**config.mk**
```make
export PLATFORM = sky130hd
export DESIGN_NAME = dm_bus_master
export DESIGN_NICKNAME = d
export VERILOG_FILES = /design/src/rtl/mips_pkg.sv /design/src/rtl/dm_byte_lane.sv /design/src/rtl/dm_bus_master.sv
export SDC_FILE = /design/constraint.sdc
export NUM_CORES = 1
export LEC_CHECK = 0
export CAP_MARGIN = 20
export CORE_AREA = 2 2 146 148
export DETAILED_ROUTE_END_ITERATION = 16
export DIE_AREA = 0 0 148 150
export PLACE_DENSITY = 0.85
export SYNTH_ARGS = -nofsm -noshare
export SYNTH_HDL_FRONTEND = slang
export SYNTH_HIERARCHICAL = 1
export SYNTH_SLANG_ARGS = --single-unit
```
**constraint.sdc**
```tcl
create_clock -name clk -period 6.2 [get_ports clk]
set_input_delay 0.93 -clock clk [delete_from_list [all_inputs] [get_ports clk]]
set_output_delay 0.93 -clock clk [all_outputs]
set_load 0.01 [all_outputs]
```
**src/rtl/mips_pkg.sv**
```systemverilog
// Shared definitions for the M-stage data bus: op encoding, exception codes
// and the address map of DM, the two timers and the interrupt generator.
package mips_pkg;

  typedef enum logic [2:0] {
    OP_LW  = 3'd0,
    OP_LH  = 3'd1,
    OP_LHU = 3'd2,
    OP_LB  = 3'd3,
    OP_LBU = 3'd4,
    OP_SW  = 3'd5,
    OP_SH  = 3'd6,
    OP_SB  = 3'd7
  } op_e;

  typedef enum logic [2:0] {
    REG_NONE,
    REG_DM,
    REG_TMR0,
    REG_TMR1,
    REG_INT
  } region_e;

  localparam logic [4:0] EXC_NONE = 5'd0;
  localparam logic [4:0] EXC_ADEL = 5'd4;
  localparam logic [4:0] EXC_ADES = 5'd5;

  localparam logic [31:0] DM_LIMIT      = 32'h0000_3000;
  localparam logic [31:0] TMR0_BASE     = 32'h0000_7F00;
  localparam logic [31:0] TMR1_BASE     = 32'h0000_7F10;
  localparam logic [31:0] INT_BASE      = 32'h0000_7F20;
  localparam logic [31:0] TMR_SIZE      = 32'd12;
  localparam logic [31:0] INT_SIZE      = 32'd4;
  localparam logic [31:0] TMR_COUNT_OFS = 32'd8;

  function automatic logic op_is_store(op_e op);
    return (op == OP_SW) || (op == OP_SH) || (op == OP_SB);
  endfunction

  function automatic region_e decode_region(logic [31:0] addr);
    region_e rg;
    rg = REG_NONE;
    if (addr < DM_LIMIT)
      rg = REG_DM;
    else if ((addr >= TMR0_BASE) && (addr < TMR0_BASE + TMR_SIZE))
      rg = REG_TMR0;
    else if ((addr >= TMR1_BASE) && (addr < TMR1_BASE + TMR_SIZE))
      rg = REG_TMR1;
    else if ((addr >= INT_BASE) && (addr < INT_BASE + INT_SIZE))
      rg = REG_INT;
    return rg;
  endfunction

endpackage

```
**src/rtl/dm_byte_lane.sv**
```systemverilog
// Byte-lane steering for the data bus: store byte enables and replicated
// write data, plus extraction and sign/zero extension of load data.
module dm_byte_lane
  import mips_pkg::*;
(
  input  logic [2:0]  op_i,
  input  logic [1:0]  addr_lo_i,
  input  logic [31:0] wdata_i,
  input  logic [31:0] rdata_i,
  output logic [3:0]  byteen_o,
  output logic [31:0] wdata_o,
  output logic [31:0] rdata_o
);

  op_e         op;
  logic [15:0] half_sel;
  logic [7:0]  byte_sel;

  assign op       = op_e'(op_i);
  assign half_sel = addr_lo_i[1] ? rdata_i[31:16] : rdata_i[15:0];
  assign byte_sel = rdata_i[{addr_lo_i, 3'b000} +: 8];

  always_comb begin
    byteen_o = 4'b0000;
    wdata_o  = '0;
    rdata_o  = '0;
    case (op)
      OP_SW: begin
        byteen_o = 4'b1111;
        wdata_o  = wdata_i;
      end
      OP_SH: begin
        byteen_o = addr_lo_i[1] ? 4'b1100 : 4'b0011;
        wdata_o  = {2{wdata_i[15:0]}};
      end
      OP_SB: begin
        byteen_o = 4'b0001 << addr_lo_i;
        wdata_o  = {4{wdata_i[7:0]}};
      end
      OP_LW:  rdata_o = rdata_i;
      OP_LH:  rdata_o = {{16{half_sel[15]}}, half_sel};
      OP_LHU: rdata_o = {16'h0000, half_sel};
      OP_LB:  rdata_o = {{24{byte_sel[7]}}, byte_sel};
      OP_LBU: rdata_o = {24'h00_0000, byte_sel};
      default: ;
    endcase
  end

endmodule

```
**src/rtl/dm_bus_master.sv**
```systemverilog
// M-stage data bus initiator: accepts one load/store, screens it for
// address exceptions, runs a single bus cycle and returns a response strobe.
module dm_bus_master
  import mips_pkg::*;
(
  input  logic        clk,
  input  logic        reset,
  input  logic        req_valid_i,
  output logic        req_ready_o,
  input  logic [2:0]  req_op_i,
  input  logic [31:0] req_addr_i,
  input  logic [31:0] req_wdata_i,
  input  logic [31:0] req_pc_i,
  output logic        rsp_valid_o,
  output logic [31:0] rsp_rdata_o,
  output logic [4:0]  rsp_exc_o,
  output logic [31:0] m_data_addr_o,
  output logic [31:0] m_data_wdata_o,
  output logic [3:0]  m_data_byteen_o,
  input  logic [31:0] m_data_rdata_i,
  output logic [31:0] m_inst_addr_o,
  output logic [31:0] m_int_addr_o,
  output logic [3:0]  m_int_byteen_o,
  output logic [31:0] tmr_addr_o,
  output logic        tmr_sel_o,
  output logic        tmr_we_o,
  input  logic [31:0] tmr_rdata_i
);

  typedef enum logic [1:0] {
    ST_IDLE,
    ST_ACCESS,
    ST_RESP
  } state_e;

  state_e      state_q, state_d;
  logic [2:0]  op_q, op_d;
  logic [31:0] addr_q, addr_d;
  logic [31:0] wdata_q, wdata_d;
  logic [31:0] pc_q, pc_d;
  logic [4:0]  exc_q, exc_d;
  logic [31:0] rdata_q, rdata_d;

  logic [4:0]  req_exc;
  region_e     region;
  logic        is_store;
  logic [31:0] sel_rdata;
  logic [3:0]  lane_byteen;
  logic [31:0] lane_wdata;
  logic [31:0] lane_rdata;

  function automatic logic [4:0] check_exc(logic [2:0] op_raw, logic [31:0] addr);
    op_e     op;
    region_e rg;
    logic    is_tmr;
    logic    bad;
    logic [31:0] tmr_ofs;
    op      = op_e'(op_raw);
    rg      = decode_region(addr);
    is_tmr  = (rg == REG_TMR0) || (rg == REG_TMR1);
    tmr_ofs = addr - ((rg == REG_TMR1) ? TMR1_BASE : TMR0_BASE);
    bad     = (rg == REG_NONE);
    case (op)
      OP_LW, OP_SW:        bad = bad | (addr[1:0] != 2'b00);
      OP_LH, OP_LHU, OP_SH: bad = bad | addr[0] | is_tmr;
      default:             bad = bad | is_tmr;
    endcase
    // COUNT is read-only; only a word store can reach a timer at all.
    if ((op == OP_SW) && is_tmr && (tmr_ofs == TMR_COUNT_OFS))
      bad = 1'b1;
    if (!bad)
      return EXC_NONE;
    return op_is_store(op) ? EXC_ADES : EXC_ADEL;
  endfunction

  assign req_exc  = check_exc(req_op_i, req_addr_i);
  assign region   = decode_region(addr_q);
  assign is_store = op_is_store(op_e'(op_q));

  always_comb begin
    sel_rdata = '0;
    case (region)
      REG_DM:             sel_rdata = m_data_rdata_i;
      REG_TMR0, REG_TMR1: sel_rdata = tmr_rdata_i;
      default:            sel_rdata = '0;
    endcase
  end

  dm_byte_lane u_byte_lane (
    .op_i      (op_q),
    .addr_lo_i (addr_q[1:0]),
    .wdata_i   (wdata_q),
    .rdata_i   (sel_rdata),
    .byteen_o  (lane_byteen),
    .wdata_o   (lane_wdata),
    .rdata_o   (lane_rdata)
  );

  always_ff @(posedge clk) begin
    if (!reset) begin
      state_q <= ST_IDLE;
      op_q    <= '0;
      addr_q  <= '0;
      wdata_q <= '0;
      pc_q    <= '0;
      exc_q   <= '0;
      rdata_q <= '0;
    end else begin
      state_q <= state_d;
      op_q    <= op_d;
      addr_q  <= addr_d;
      wdata_q <= wdata_d;
      pc_q    <= pc_d;
      exc_q   <= exc_d;
      rdata_q <= rdata_d;
    end
  end

  always_comb begin
    state_d = state_q;
    op_d    = op_q;
    addr_d  = addr_q;
    wdata_d = wdata_q;
    pc_d    = pc_q;
    exc_d   = exc_q;
    rdata_d = rdata_q;
    case (state_q)
      ST_IDLE: begin
        if (req_valid_i) begin
          op_d    = req_op_i;
          addr_d  = req_addr_i;
          wdata_d = req_wdata_i;
          pc_d    = req_pc_i;
          exc_d   = req_exc;
          rdata_d = '0;
          state_d = (req_exc != EXC_NONE) ? ST_RESP : ST_ACCESS;
        end
      end
      ST_ACCESS: begin
        if (!is_store)
          rdata_d = lane_rdata;
        state_d = ST_RESP;
      end
      ST_RESP: state_d = ST_IDLE;
      default: state_d = ST_IDLE;
    endcase
  end

  // m_data_wdata is the one write-data bus, so timer and INT stores use it too.
  always_comb begin
    req_ready_o     = (state_q == ST_IDLE);
    rsp_valid_o     = 1'b0;
    rsp_rdata_o     = '0;
    rsp_exc_o       = '0;
    m_data_addr_o   = '0;
    m_data_wdata_o  = '0;
    m_data_byteen_o = 4'b0000;
    m_inst_addr_o   = '0;
    m_int_addr_o    = '0;
    m_int_byteen_o  = 4'b0000;
    tmr_addr_o      = '0;
    tmr_sel_o       = 1'b0;
    tmr_we_o        = 1'b0;
    if (state_q == ST_RESP) begin
      rsp_valid_o = 1'b1;
      rsp_rdata_o = rdata_q;
      rsp_exc_o   = exc_q;
    end
    if (state_q == ST_ACCESS) begin
      m_inst_addr_o = pc_q;
      if (is_store)
        m_data_wdata_o = lane_wdata;
      case (region)
        REG_DM: begin
          m_data_addr_o   = addr_q;
          m_data_byteen_o = lane_byteen;
        end
        REG_TMR0, REG_TMR1: begin
          tmr_addr_o = addr_q;
          tmr_sel_o  = (region == REG_TMR1);
          tmr_we_o   = is_store;
        end
        REG_INT: begin
          m_int_addr_o   = addr_q;
          m_int_byteen_o = lane_byteen;
        end
        default: ;
      endcase
    end
  end

endmodule

```
* After elaboration in Yosys (flattened, before gate mapping)
Cells that the tools add are included.
** Operators by class
- $add $sub $neg :: 1
- Magnitude comparators :: 14
- Equal/unequal tests :: 23
- Shift operators :: 2
- Mux-type cells :: 45
- Bitwise gates (word level) :: 4
- Reductions and logical operators :: 25
** Operator list (number)
- $mux 32 :: 12
- $ge 32x15->1 const B :: 6
- $lt 32x15->1 const B :: 6
- $pmux 32 s5 :: 1
- $pmux 32 s2 :: 2
- $pmux 32 s3 :: 1
- $lt 32x14->1 const B :: 2
- $eq 32x4->1 const B :: 1
- $shiftx 32x6->8 :: 1
- $sub 32x15->32 :: 1
- $mux 3 :: 9
- $eq 3x3->1 const B :: 8
- $eq 3x2->1 const B :: 7
- $mux 4 :: 5
- $mux 16 :: 1
- $pmux 4 s3 :: 1
- $mux 5 :: 2
- $eq 3x1->1 const B :: 3
- $logic_not 3->1 :: 3
- $logic_and 1x1->1 :: 8
- $mux 1 :: 7
- $logic_or 1x1->1 :: 5
- $reduce_bool 5->1 :: 1
- $mux 2 :: 2
- other kinds (13) :: 19
** Word-level totals
- Register bits after elaboration :: 138
- Bits of input ports :: 166
- Output and inout bits :: 209
- Logic and storage cells :: 121

* Logic depth before layout (Yosys ltp)
- Depth in word-level cells :: 17
- Depth in mapped cells :: 14
- Gate-level depth less buffers :: 11

* By module
The synthesis kept the hierarchy.
** Modules (own cells, without submodules)
- dm_bus_master :: times used 1, cells each 918, area an instance 7252.0 um2, seq. area each 2702.6 um2
- dm_byte_lane :: times used 1, cells each 261, area an instance 1719.1 um2, seq. area each 0.0 um2

* Worst setup path after synthesis
OpenSTA, ideal clock, no wires.
- Kind :: input to register
- Start point :: input req_addr_i[23]
- End point :: register state_q[0]
- Setup time :: 0.116 ns
- Data arrival time :: 3.010 ns
- Path slack :: 3.074 ns
- Stages on the path :: 10
- Path buffers :: 0
- Cell sequence :: nor4_1 nand4_1 nor4_1 and4_1 ha_1 nor2b_1 xnor2_1 nand3_1 or4_1 and3_1
** On the way
- Word-level cells in the longest chain between the ends :: 17
** Ends and longest elaborated chain
- start: declaration :: RTL line dm_bus_master.sv:11 : input logic [31:0] req_addr_i,
- $ge 32x15->1 / $lt 32x15->1 (equally long branches) :: RTL line mips_pkg.sv:49 : else if ((addr >= INT_BASE) && (addr < INT_BASE + INT_SIZE))
- $logic_and 1x1->1 :: RTL line mips_pkg.sv:49
- $mux 3 :: RTL line mips_pkg.sv:49
- $mux 3 :: RTL line mips_pkg.sv:47 : else if ((addr >= TMR1_BASE) && (addr < TMR1_BASE + TMR_SIZE))
- $mux 3 :: RTL line mips_pkg.sv:45 : else if ((addr >= TMR0_BASE) && (addr < TMR0_BASE + TMR_SIZE))
- $mux 3 :: RTL line mips_pkg.sv:43 : if (addr < DM_LIMIT)
- $eq 3x2->1 :: RTL line dm_bus_master.sv:60, dm_bus_master.sv:61
- $mux 5 :: RTL line dm_bus_master.sv:61 : tmr_ofs = addr - ((rg == REG_TMR1) ? TMR1_BASE : TMR0_BASE);
- $sub 32x15->32 :: RTL line dm_bus_master.sv:61
- $eq 32x4->1 :: RTL line dm_bus_master.sv:69 : if ((op == OP_SW) && is_tmr && (tmr_ofs == TMR_COUNT_OFS))
- $logic_and 1x1->1 :: RTL line dm_bus_master.sv:69
- $mux 1 * :: RTL line dm_bus_master.sv:69
- $mux 3 * :: RTL line dm_bus_master.sv:73 : return op_is_store(op) ? EXC_ADES : EXC_ADEL;
- $reduce_bool 5->1 * :: RTL line dm_bus_master.sv:136 : state_d = (req_exc != EXC_NONE) ? ST_RESP : ST_ACCESS;
- $mux 2 * :: RTL line dm_bus_master.sv:136
- $mux 2 * :: RTL line dm_bus_master.sv:129 : if (req_valid_i) begin
- $pmux 2 s2 * :: RTL line dm_bus_master.sv:127 : case (state_q)
- end signal: assignment :: RTL line dm_bus_master.sv:109 : state_q <= state_d;
- end: declaration :: RTL line dm_bus_master.sv:36 : state_e state_q, state_d;
Every way passes the cells marked *; elsewhere a longest branch is shown, timed or not. The select of a mux whose other input is x is not followed.
A chain may end at the register's enable or synchronous reset.

* Final worst setup path
- Start point :: register addr_q[24]
- End point :: output tmr_addr_o[0]
** On the way
- Word-level cells in the longest chain between the ends :: 10
** Ends and longest elaborated chain
- start: declaration :: RTL line dm_bus_master.sv:38 : logic [31:0] addr_q, addr_d;
- start signal: assignment :: RTL line dm_bus_master.sv:111 : addr_q <= addr_d;
- $ge 32x15->1 / $lt 32x15->1 (equally long branches) :: RTL line mips_pkg.sv:49
- $logic_and 1x1->1 :: RTL line mips_pkg.sv:49
- $mux 3 :: RTL line mips_pkg.sv:49
- $mux 3 :: RTL line mips_pkg.sv:47
- $mux 3 :: RTL line mips_pkg.sv:45
- $mux 3 * :: RTL line mips_pkg.sv:43
- $eq 3x2->1 :: RTL line dm_bus_master.sv:173 : case (region)
- $reduce_or 2->1 * :: RTL line dm_bus_master.sv:173
- $mux 32 * :: RTL line dm_bus_master.sv:173
- $mux 32 * :: RTL line dm_bus_master.sv:169 : if (state_q == ST_ACCESS) begin
- end: declaration :: RTL line dm_bus_master.sv:24 : output logic [31:0] tmr_addr_o,
Every way passes the cells marked *; elsewhere a longest branch is shown, timed or not.

==> impl_metrics.yaml <==
synthesis:
  synth_sequential_area_ratio_pct: 30.13
  synthTopCellsByArea: "sky130_fd_sc_hd__dfxtp_1, sky130_fd_sc_hd__a21boi_0, sky130_fd_sc_hd__nand2_1"
  postSynth.asyncResetShare_pct: 0
  yosys.cell_count.top_type: "sky130_fd_sc_hd__nand2_1"
  post_synth_instance_area_um2: 8971
  synth_adder_area_share_pct: 0.1395
  synth-warning-count: 6
  synth.avg_cell_area_um2: 7.609
  synth_compound_area_share_pct: 22.65
  synth_edf_count: 0
  synth_top_family_by_area: "simple AND/OR/NAND/NOR gates"
  synth_top_flop_cell: "sky130_fd_sc_hd__dfxtp_1"
  syn_inst: 1179
  synth_seq_cells: 135
  synthXorXnorAreaFrac_pct: 0.1953
  synth_top_area_share_pct: 30.13
  post_synth_and_or_nand_nor_area_fraction_pct: 30.29
  synth.cells.most_frequent: "sky130_fd_sc_hd__nand2_1, sky130_fd_sc_hd__a21boi_0, sky130_fd_sc_hd__dfxtp_1"
  synthMuxAreaShare_pct: 4.491
  synth.distinct_cells: 62
  synth.largest_area_cell: "sky130_fd_sc_hd__dfxtp_1"
critical_path:
  timing_worst_setup_path_type: "register to output port"
  startpoint_type: "register"
  crit_reg_reg_endpoint: "rdata_q[16]$_SDFFE_PN0P_"
  worstPathRequired_ns: 5.27
  worstPathMaxFanout: 46
  reg2reg_setup_slack_ns: 2.52
  timing.reg2reg.worst_path_depth: 11
  reg_to_reg_start: "addr_q[24]$_SDFFE_PN0P_"
  worst-endpoint-arrival_ns: 3.41
  crit_path_end_kind: "output port"
sta:
  timing.final.max_slew_violations: 0
  timing.final.crit_share_pct: 70.01
  postLayoutSetupSlackWorst_ns: 1.859
  worst_slew_margin_rel_pct: 29.70
  achievable-frequency_mhz: 230.4
  fin_worst_skew_ns: 0.009624
  tightest_slew_ns: 1.055
  setup_violations: 0
  tns_ns: 0
  hold_fails_final_rpt: 0
  final_critical_path_required_period_ns: 4.341
  unrepaired_setup_endpoints_after_global_routing: "no"
floorplanning:
  die_height_um: 150
  initial_utilization_pct: 43.36
  core_um2: 20690
  top_level_ports: 375
  fp_rows: 53
  floorplan.die.width_um: 148
  floorplan_die_area_um2: 22200
clock_network:
  cts.path.max_buffers: 2
  cts_tree: "yes"
  clkTransAtPathRegs_ns: 0.06
  post_cts_resize_count: 0
  cts_hold_buffers: 0
  cts_root_buffer: "sky130_fd_sc_hd__clkbuf_16"
  insertion_delay_ns: 0.42
  numCtsBuffers: 17
  clock_tree.htree_level_count: 4
  numClockSinks: 135
  postCtsSetupBuffers: 0
placed_design:
  finalWeightedCongestion: 0.8783
  place.detailed.hpwl_um: 19910
  portBuffers: 311
  post-place-cells: 1675
  dp_slack_ns: 2.071
job:
  maxCapViolations: 0
power:
  p_total_mw: 2.312
  p_seq_share_pct: 40.6
  intPower_mw: 1.663
  swShare_pct: 28.08
  power_leakage_nw: 4.680
  total_switching_power_mw: 0.6492
  power_density_of_the_placed_cells_nw_per_um2: 186.3
  peakVddDrop_uv: 184.3
  share_clk_of_total_power_pct: 43.0
  power.share.combinational_pct: 16.4
status:
  run_status: "finished clean"
drt:
  antenna_left: 0
  drc: 0
  drt_pass1_iterations: 5
  routed_via_density: 5.238
  wl_um: 28400
  routed_wire_length_per_instance_um: 16.59
  detailed_route_via_count: 8968
  drt-initial-drc-count: 614
final_layout:
  area.growth.synth_to_final_pct: 38.34
  num-nets-final: 1590
  drive_gt1_share_pct: 7.799
  utilization_pct: 59.98
  instances_no_fill: 1712
worst_hold_path:
  hold_end: "rdata_q[7]$_SDFFE_PN0P_"
  hp-start: "rdata_q[7]$_SDFFE_PN0P_"
  hold_depth: 2
  hold_class: "register to register"
global_routing:
  final_global_route_overflow_total: 0
  grt_antenna_before_repair: 1
  grt_max_degree: 136
  overall_global_routing_resource_usage_pct: 24.57
  number_of_global_route_vias_before_repair: 8221
  global_route_wire_length_before_repair_um: 43430
==> stage by stage <==
step / hold WS, ns / area, um2
final: 0.4566 / 12410
after global routing: 0.4767 / 12410
after CTS: 0.4641 / 12330
after detailed placement: 0.4563 / 11750
after global placement: 0.4480 / 11750
after floorplan: 0.4363 / 9204
==> cell usage in the layout (no fill, tap or decap), types with 4 or more instances in the layout <==
cell type,Yosys,final
sky130_fd_sc_hd__a211oi_1,5,5
sky130_fd_sc_hd__nor4_1,8,8
sky130_fd_sc_hd__conb_1,1,63
sky130_fd_sc_hd__nor2b_1,15,12
sky130_fd_sc_hd__a21oi_1,32,31
sky130_fd_sc_hd__dfxtp_1,135,133
sky130_fd_sc_hd__a41oi_1,4,4
sky130_fd_sc_hd__mux2_2,4,4
sky130_fd_sc_hd__nand2_1,284,284
sky130_fd_sc_hd__a21boi_0,146,146
sky130_fd_sc_hd__nand2b_1,7,7
sky130_fd_sc_hd__o21ai_0,23,23
sky130_fd_sc_hd__clkbuf_16,0,17
sky130_fd_sc_hd__a22oi_1,8,8
sky130_fd_sc_hd__mux2i_1,17,17
sky130_fd_sc_hd__buf_4,71,14
sky130_fd_sc_hd__nand4_1,5,5
sky130_fd_sc_hd__mux4_2,6,6
sky130_fd_sc_hd__nor2_1,15,15
sky130_fd_sc_hd__and3_1,40,40
sky130_fd_sc_hd__clkdlybuf4s50_1,0,310
sky130_fd_sc_hd__nand3_1,52,52
sky130_fd_sc_hd__a22o_2,31,31
sky130_fd_sc_hd__a32oi_1,4,4
sky130_fd_sc_hd__and2_1,114,114
sky130_fd_sc_hd__inv_6,0,4
sky130_fd_sc_hd__o21ai_1,6,6
sky130_fd_sc_hd__inv_1,13,13
==> worst max-delay path, cell delays in order, from the launching register on <==
cell and delay, ns:
sky130_fd_sc_hd__dfxtp_1 0.31, sky130_fd_sc_hd__nor4_1 0.37, sky130_fd_sc_hd__nand4_1 0.13, sky130_fd_sc_hd__or4_4 0.46, sky130_fd_sc_hd__and3b_2 0.90, sky130_fd_sc_hd__and3_1 0.28
sky130_fd_sc_hd__clkdlybuf4s50_1 0.53
==> power groups by stage <==
stage | clock network, mW | logic [mW] | registers, mW
floorplan | 0 | 0.247 | 0.944
global placement | 0 | 0.363 | 0.954
detailed placement | 0 | 0.369 | 0.956
CTS | 1.01 | 0.370 | 0.937
global route | 1.05 | 0.414 | 0.942
finish | 0.994 | 0.380 | 0.938
==> layer usage <==
metal	global-route usage [%]	wire length, um	vias up
met1	30.38	11330	4138
met3	6.098	2580	60
met5	0	0	-
met4	9.810	849	0
met2	41.11	13640	417
li1	-	-	4353
==> final cells by class <==
type                    count  area, um2
diodes                      1      2.502
clock buffers              19      442.9
clock inverters            13      136.4
fillers                  1848       8279
inverters                  13      48.80
multi-input cells         928       5444
flip-flops and latches    135       2705
well taps                 275      344.1
repair buffers            328       3287
==> sequential cells by signal, summed over array words and instances, names as in the netlist <==
signal	count
wdata_q	32
state_q	2
rdata_q	32
op_q	3
addr_q	32
exc_q	2
pc_q	32
==> worst max-delay path by stage <==
stage,startpoint,to,cells past startpoint
6_report,addr_q[24]$_SDFFE_PN0P_,tmr_addr_o[0],6
5_1_grt,addr_q[24]$_SDFFE_PN0P_,m_data_byteen_o[0],7
4_1_cts,addr_q[24]$_SDFFE_PN0P_,tmr_we_o,6
3_5_place_dp,req_addr_i[15],exc_q[2]$_SDFFE_PN0P_,11
3_3_place_gp,req_addr_i[15],state_q[1]$_SDFFE_PN0P_,11
2_1_floorplan,req_addr_i[23],state_q[0]$_SDFFE_PN0P_,10
==> cells by family after synthesis <==
family | after synthesis
AOI/OAI and AO/OA | 274
adders and majority gates | 1
muxes | 29
and+or+nand+nor | 559
other | 1
buffers and inverters | 178
DFF | 135
xor gates and xnor gates | 2
No activity file was read; power rests on OpenSTA's default activity.
